`config.mk`:
```
export PLATFORM = sky130hd
export DESIGN_NAME = pc_ras_unit
export DESIGN_NICKNAME = d
export VERILOG_FILES = /design/src/rtl/pc_ras_unit.sv
export SDC_FILE = /design/constraint.sdc
export NUM_CORES = 1
export LEC_CHECK = 0
export BUFFER_PORTS_ARGS = -buffer_cell sky130_fd_sc_hd__buf_2
export CAP_MARGIN = 25
export CELL_PAD_IN_SITES_DETAIL_PLACEMENT = 0
export CELL_PAD_IN_SITES_GLOBAL_PLACEMENT = 1
export CORE_AREA = 2 2 146 162
export CTS_BUF_LIST = sky130_fd_sc_hd__clkbuf_4
export DETAILED_ROUTE_END_ITERATION = 12
export DIE_AREA = 0 0 148 164
export GPL_ROUTABILITY_DRIVEN = 0
export HOLD_SLACK_MARGIN = 0.03
export MAX_ROUTING_LAYER = met4
export PLACE_DENSITY = 0.75
export SLEW_MARGIN = 10
export SYNTH_ARGS = -nofsm -noshare
export SYNTH_HDL_FRONTEND = slang
export SYNTH_SLANG_ARGS = --single-unit
```
`constraint.sdc`:
```
create_clock -name clk_i -period 3.15 [get_ports clk_i]
set_input_delay 0.315 -clock clk_i [delete_from_list [all_inputs] [get_ports clk_i]]
set_output_delay 0.315 -clock clk_i [all_outputs]
set_load 0.02 [all_outputs]
```
`src/rtl/pc_ras_unit.sv`:
```
// Fetch-address generator: next-PC selection (redirect / return / jump / sequential)
// with a circular return-address stack supplying return targets.
module pc_ras_unit #(
    parameter int                ADDR_W    = 32,
    parameter logic [ADDR_W-1:0] RESET_PC  = '0,
    parameter int                INC       = 4,
    parameter int                RAS_DEPTH = 4
) (
    input  logic                         clk_i,
    input  logic                         rst_i,
    input  logic                         start_i,
    input  logic                         stall_i,
    input  logic                         redirect_valid_i,
    input  logic [ADDR_W-1:0]            redirect_pc_i,
    input  logic                         jump_valid_i,
    input  logic [ADDR_W-1:0]            jump_pc_i,
    input  logic                         call_i,
    input  logic [ADDR_W-1:0]            link_i,
    input  logic                         ret_i,
    output logic [ADDR_W-1:0]            pc_o,
    output logic [$clog2(RAS_DEPTH):0]   ras_count_o,
    output logic                         ras_empty_o,
    output logic                         ret_miss_o
);

    localparam int                PTR_W = $clog2(RAS_DEPTH);
    localparam int                CNT_W = PTR_W + 1;
    localparam logic [CNT_W-1:0]  FULL  = CNT_W'(RAS_DEPTH);
    localparam logic [ADDR_W-1:0] INC_V = ADDR_W'(INC);

    logic [ADDR_W-1:0] ras_mem [RAS_DEPTH];
    logic [PTR_W-1:0]  top;
    logic [PTR_W-1:0]  top_plus;
    logic [CNT_W-1:0]  count;
    logic [ADDR_W-1:0] pc;
    logic [ADDR_W-1:0] pc_next;
    logic [ADDR_W-1:0] top_entry;
    logic              ret_miss;
    logic              ret_miss_next;
    logic              accept;
    logic              ras_empty;
    logic              push;
    logic              replace;
    logic              pop;

    assign accept    = start_i & ~stall_i & ~redirect_valid_i;
    assign ras_empty = (count == '0);
    assign top_plus  = top + 1'b1;
    assign top_entry = ras_mem[top];

    // A call+return on an empty stack degenerates to a plain push.
    assign push    = accept & call_i & ~(ret_i & ~ras_empty);
    assign replace = accept & call_i & ret_i & ~ras_empty;
    assign pop     = accept & ret_i & ~call_i & ~ras_empty;

    // NOTE: every output of a combinational block gets a default first so no latch is inferred.
    always_comb begin
        pc_next       = pc;
        ret_miss_next = 1'b0;
        if (start_i) begin
            if (redirect_valid_i) begin
                pc_next = redirect_pc_i;
            end else if (!stall_i) begin
                if (ret_i && !ras_empty) begin
                    pc_next = top_entry;
                end else if (ret_i) begin
                    pc_next       = jump_pc_i;
                    ret_miss_next = 1'b1;
                end else if (jump_valid_i) begin
                    pc_next = jump_pc_i;
                end else begin
                    pc_next = pc + INC_V;
                end
            end
        end
    end

    // NOTE: sequential state uses non-blocking assignments so all registers update together.
    always_ff @(posedge clk_i or posedge rst_i) begin
        if (rst_i) begin
            pc       <= RESET_PC;
            top      <= '0;
            count    <= '0;
            ret_miss <= 1'b0;
        end else begin
            pc       <= pc_next;
            ret_miss <= ret_miss_next;
            if (push) begin
                top   <= top_plus;
                count <= (count == FULL) ? count : count + 1'b1;
            end else if (pop) begin
                top   <= top - 1'b1;
                count <= count - 1'b1;
            end
        end
    end

    // NOTE: the stack storage has no reset; entries are never read while count is zero.
    always_ff @(posedge clk_i) begin
        if (push) begin
            ras_mem[top_plus] <= link_i;
        end else if (replace) begin
            ras_mem[top] <= link_i;
        end
    end

    assign pc_o        = pc;
    assign ras_count_o = count;
    assign ras_empty_o = ras_empty;
    assign ret_miss_o  = ret_miss;

endmodule

```
* After elaboration in Yosys (flattened, before gate mapping)
Memory sizes are Yosys's and may differ from the RTL's. Index checks and enable logic that the tools add are counted.
Word-level totals: flip-flop bits (word level) 38, memory bits (writable) 128, bits of input ports 104, output and inout port bits 37, memories kept 1
Memory list:
- ras_mem | depth 4, width 32, rd ports 1, clocked after memory_dff 0, write ports 1, RTL line 31 | logic [ADDR_W-1:0] ras_mem [RAS_DEPTH];
Cells by class: add/subtract/negate cells 5, eq/ne operators 3, mux-type cells 23, bitwise operators 15, reductions and logical operators 7
Operator list (number):
- $mux 32 | 6
- $add 32x3->32 const B | 1
- $reduce_or 32->1 | 1
- $mux 1 | 11
- $and 1x1->1 | 10
- $mux 3 | 3
- $mux 2 | 3
- $not 1->1 | 5
- $reduce_and 2->1 | 2
- $add 3x1->3 const B | 1
- $eq 3x3->1 const B | 1
- $logic_not 3->1 | 1
- $sub 3x1->3 const B | 1
- $add 2x1->2 const B | 1
- $ne 2x1->1 const B | 1
- $ne 2x2->1 const B | 1
- $reduce_bool 2->1 | 1
- $sub 2x1->2 const B | 1
- $logic_and 1x1->1 | 1
- $logic_not 1->1 | 1

* Logic depth before layout (Yosys ltp)
depth in word-level cells 11, mapped depth 7

* Worst setup path after synthesis
Ideal clock, no wire load.
path type flip-flop to flip-flop, start point reg count[1] (netlist: ras_count_o[1]), end point mem ras_mem[0][0], enable pin, arrival 3044 ps, required time 2718 ps, path slack -326 ps, cell stages (with the launch flop) 6, cell sequence dfrtp_1 > o31ai_2 > buf_2 > buf_2 > nand3_1 > a21oi_1
On the way: longest elaborated chain between the ends 9
Ends and longest elaborated chain:
- start, declared | RTL line 34 | logic [CNT_W-1:0] count;
- start signal, assigned | RTL line 90 | count <= (count == FULL) ? count : count + 1'b1;
- start signal, assigned | RTL line 93 | count <= count - 1'b1;
- $logic_not 3->1 (*) | RTL line 47 | assign ras_empty = (count == '0);
- $not 1->1 (*) | RTL line 52, 53
- $and 1x1->1 | RTL line 52 | assign push = accept & call_i & ~(ret_i & ~ras_empty);
- $not 1->1 | RTL line 52
- $and 1x1->1 | RTL line 52
- $mux 1 | RTL line 100 | if (push) begin
- $mux 1 (implied by the code) | RTL line 103 | ras_mem[top] <= link_i;
- $reduce_or 32->1 (no line)
- $mux 2 (no line) or $mux 1 (tied branches)
- end, declared | RTL line 31
Mark *: on every way between the ends. The rest lies on a longest branch, timed or not.

* Worst setup path in the final report
start point reg top[0], end point reg pc[0] (netlist: pc_o[0])
On the way: longest elaborated chain between the ends 4
Ends and longest elaborated chain:
- start, declared | RTL line 32 | logic [PTR_W-1:0] top;
- start signal, assigned | RTL line 89 | top <= top_plus;
- start signal, assigned | RTL line 92 | top <= top - 1'b1;
- $mem_v2 4x32
- $mux 32 | RTL line 64 | if (ret_i && !ras_empty) begin
- $mux 32 | RTL line 63 | end else if (!stall_i) begin
- $mux 32 | RTL line 61 | if (redirect_valid_i) begin
- end signal, assigned | RTL line 86 | pc <= pc_next;
- end, declared | RTL line 35 | logic [ADDR_W-1:0] pc;
No other way between the ends. The select of a mux whose other input is x is not followed. A chain may end at the register's enable or synchronous reset.

==> impl_metrics.py <==
metrics = {
    "run_status": {
        "status": "completed",
    },
    "power": {
        "power_density_mw_per_mm2": 628,
        "power_leakage_nw": 3.50,
        "irDropWorstVdd_mv": 0.271,
        "power_w": 0.00609,
    },
    "hold_path": {
        "hp-class": "primary input to flip-flop",
    },
    "routing": {
        "wl_met1_um": 9310,
        "viasPerCell": 5.23,
        "routed_wl_um": 21000,
        "ant_nets": 0,
        "wl_per_cell_um": 19.6,
        "drtPass1Iterations": 5,
        "drcViolationCount": 0,
        "top_layer": "met4",
        "wl_met3_um": 1430,
        "vias": 5632,
        "met2WireLength_um": 9850,
        "drt_iter0_markers": 491,
    },
    "logic_synthesis": {
        "synth_area_mm2": 0.00778,
        "synthArstFlopShare_pct": 22.9,
        "yosysMostFrequentCell": "edfxtp_1",
        "syn_nets": 680,
        "synth_seq_area_share_pct": 61.7,
        "synth_top_cell_by_area": "edfxtp_1",
        "synthTopCellsByCount": "edfxtp_1 (128), a21oi_1 (43), dfrtp_1 (38)",
        "synth_seq_cells": 166,
        "yosysTopAreaCellShare_pct": 49.4,
        "synth.distinct_cells": 66,
        "synth.yosys.warnings": 0,
        "syn_area_per_cell_um2": 13.5,
        "synthTopCellsByArea": "edfxtp_1 (49%), dfrtp_1 (12%), mux4_2 (9.3%)",
        "ys.flop_type": "edfxtp_1",
        "synth_edf_count": 128,
        "syn_inst": 574,
    },
    "placed_design": {
        "dp_cells": 993,
        "dp_slack_ps": 702,
        "dp_hpwl_um": 15000,
        "io_buffers": 140,
    },
    "clock_tree": {
        "cts_made_buffers": 17,
        "cts-root-buf": "clkbuf_4",
        "post_cts_resized": 0,
        "cts_tree": "built",
        "clkLatencyLatePin_ps": 570,
        "cts_htree_levels": 4,
        "hold_buffers": 47,
        "clockBufferDepth": 2,
        "cts.sinks": 166,
        "post_cts.repair.setup_buffers": 0,
        "clk_pin_slew_worst_paths_ps": 160,
    },
    "run": {
        "cap_violations": 0,
    },
    "sta": {
        "post-route-period-util_pct": 81.4,
        "fin_ws_ps": 585,
        "fin_worst_skew_ps": 22.3,
        "slew_headroom_pct": 55.8,
        "setup_viol": 0,
        "drv_slew": 0,
        "final-hold-violation-count": 0,
        "max_freq_mhz": 390,
        "rsz0062_at_grt": "no",
        "fin_crit_ps": 2570,
        "tightestPinTransition_ps": 660,
    },
    "worst_setup_path": {
        "worst_ep_arrival_time_ps": 3040,
        "worstSetupPathType": "flip-flop to flip-flop",
        "cpLargestDelayFamily": "buffers and inverters",
        "crit_path_top_delay_cell": "dfrtp_2",
        "required_ps": 3620,
        "path_cells": "buf_12 > mux4_2 > mux2i_1 > o41ai_1 > dlygate4sd3_1",
        "worst-path-buf-inv": 2,
        "max_stage_delay_ps": 750,
        "endpoint_kind": "flip-flop",
        "start_kind": "flip-flop",
        "cp_max_fo": 23,
    },
    "die": {
        "io_pins": 141,
        "die_w_um": 148,
        "core_area_mm2": 0.0226,
        "dieHeight_um": 164,
        "die-area_mm2": 0.0243,
        "rows": 58,
        "initial_core_util_pct": 34.3,
    },
    "global_route": {
        "grtUsageTotal_pct": 18.1,
        "grt_pass1_vias": 5499,
        "grt_pass1_wl_um": 32300,
        "antenna_found_initial": 4,
        "grt_max_degree": 39,
        "grt_overflow_total": 0,
    },
    "finish": {
        "multi_input_area_mm2": 0.00281,
        "nFillCells": 2166,
        "finalNonFillerCells": 1076,
        "fin_nets": 865,
        "syn_to_final_growth_pct": 24.7,
        "seqCellArea_mm2": 0.00480,
        "drive_gt1_share_pct": 32.4,
    },
}
tightest hold or removal path, cell delays in order:
cell and delay, ps:
buf_2 110, nor2_1 120, o31ai_1 90
per-stage QoR:
step,hold slack [ps],area [um^2],util (%),TNS (ps)
5_1_grt,45.5,9700,42.8,0
3_3_place_gp,489,8880,39.2,0
3_5_place_dp,479,8880,39.2,0
4_1_cts,30.3,9690,42.8,0
6_report,88.4,9700,42.8,0
2_1_floorplan,414,7780,-,-9120
cell usage in the layout, fill, tap and decap left out, drive strengths merged, types with 4 or more instances in the layout:
cell / Yosys / final
inv: 10 / 18
nand3: 22 / 22
buf: 23 / 159
clkinv: 0 / 5
o31ai: 4 / 4
edfxtp: 128 / 128
a211o: 4 / 4
a21oi: 43 / 43
nor4: 5 / 5
a31oi: 4 / 4
clkbuf: 17 / 17
xnor2: 8 / 8
dlygate4sd3: 0 / 47
nand4: 14 / 14
nor2: 28 / 28
xor2: 10 / 10
o21ai: 37 / 37
nor3: 25 / 25
mux4: 32 / 32
or3: 18 / 18
nand2: 36 / 36
o22ai: 4 / 4
and3: 7 / 7
diode: 0 / 4
dfrtp: 38 / 38
a211oi: 9 / 9
a311oi: 4 / 4
area by class of cell:
type	instances	area share, %
Antenna cell	4	0.103
Inverter	10	0.387
Sequential cell	166	49.4
Clock inverter	15	2.15
Tap cell	300	3.87
Timing Repair Buffer	206	13.8
Multi-Input combinational cell	358	28.9
Clock buffer	17	1.32
path summary, 6_finish.rpt:
path,startpoint,to,slack [ps],cells after the start
min reg2reg,pc_o[30]$_DFFE_PP0P_,pc_o[30]$_DFFE_PP0P_,550,1
min,redirect_pc_i[21],pc_o[21]$_DFFE_PP0P_,90,3
min in group asynchronous,rst_i,pc_o[15]$_DFFE_PP0P_,390,4
max in group asynchronous,rst_i,top[0]$_DFFE_PP0P_,2310,4
max,top[0]$_DFFE_PP0P_,pc_o[0]$_DFFE_PP0P_,580,5
max reg2reg,top[0]$_DFFE_PP0P_,pc_o[0]$_DFFE_PP0P_,580,5
cell families (layout without fill, tap and decap cells):
logic type / after synthesis / after routing / share of synthesized area, %
AOI/OAI and AO/OA: 139 / 139 / 11.5
xor gates and xnor gates: 18 / 18 / 2.03
adders and majority gates: 2 / 2 / 0.418
buffers and inverters: 50 / 248 / 2.86
DFF: 166 / 166 / 61.7
muxes: 36 / 36 / 9.81
other: 0 / 4 / 0
and+or+nand+nor: 163 / 163 / 11.7
per-layer routing:
metal  vias to the layer above  track usage [%]
met3                        25             3.78
met5                         -                -
li1                       2641                -
met4                         0             6.41
met1                      2760             24.4
met2                       206             27.2
flip-flops by register name, indices dropped and copies added, names as in the netlist:
| name | cells |
|---|---|
| pc_o | 32 |
| ras_count_o | 3 |
| ras_mem | 128 |
| ret_miss_o | 1 |
| top | 2 |
power by group:
part	internal [W]	switching, W
combinational	0.000844	0.00104
sequential	0.00254	0.000284
clock	0.000527	0.000862
(Power assumes the default switching activity.)
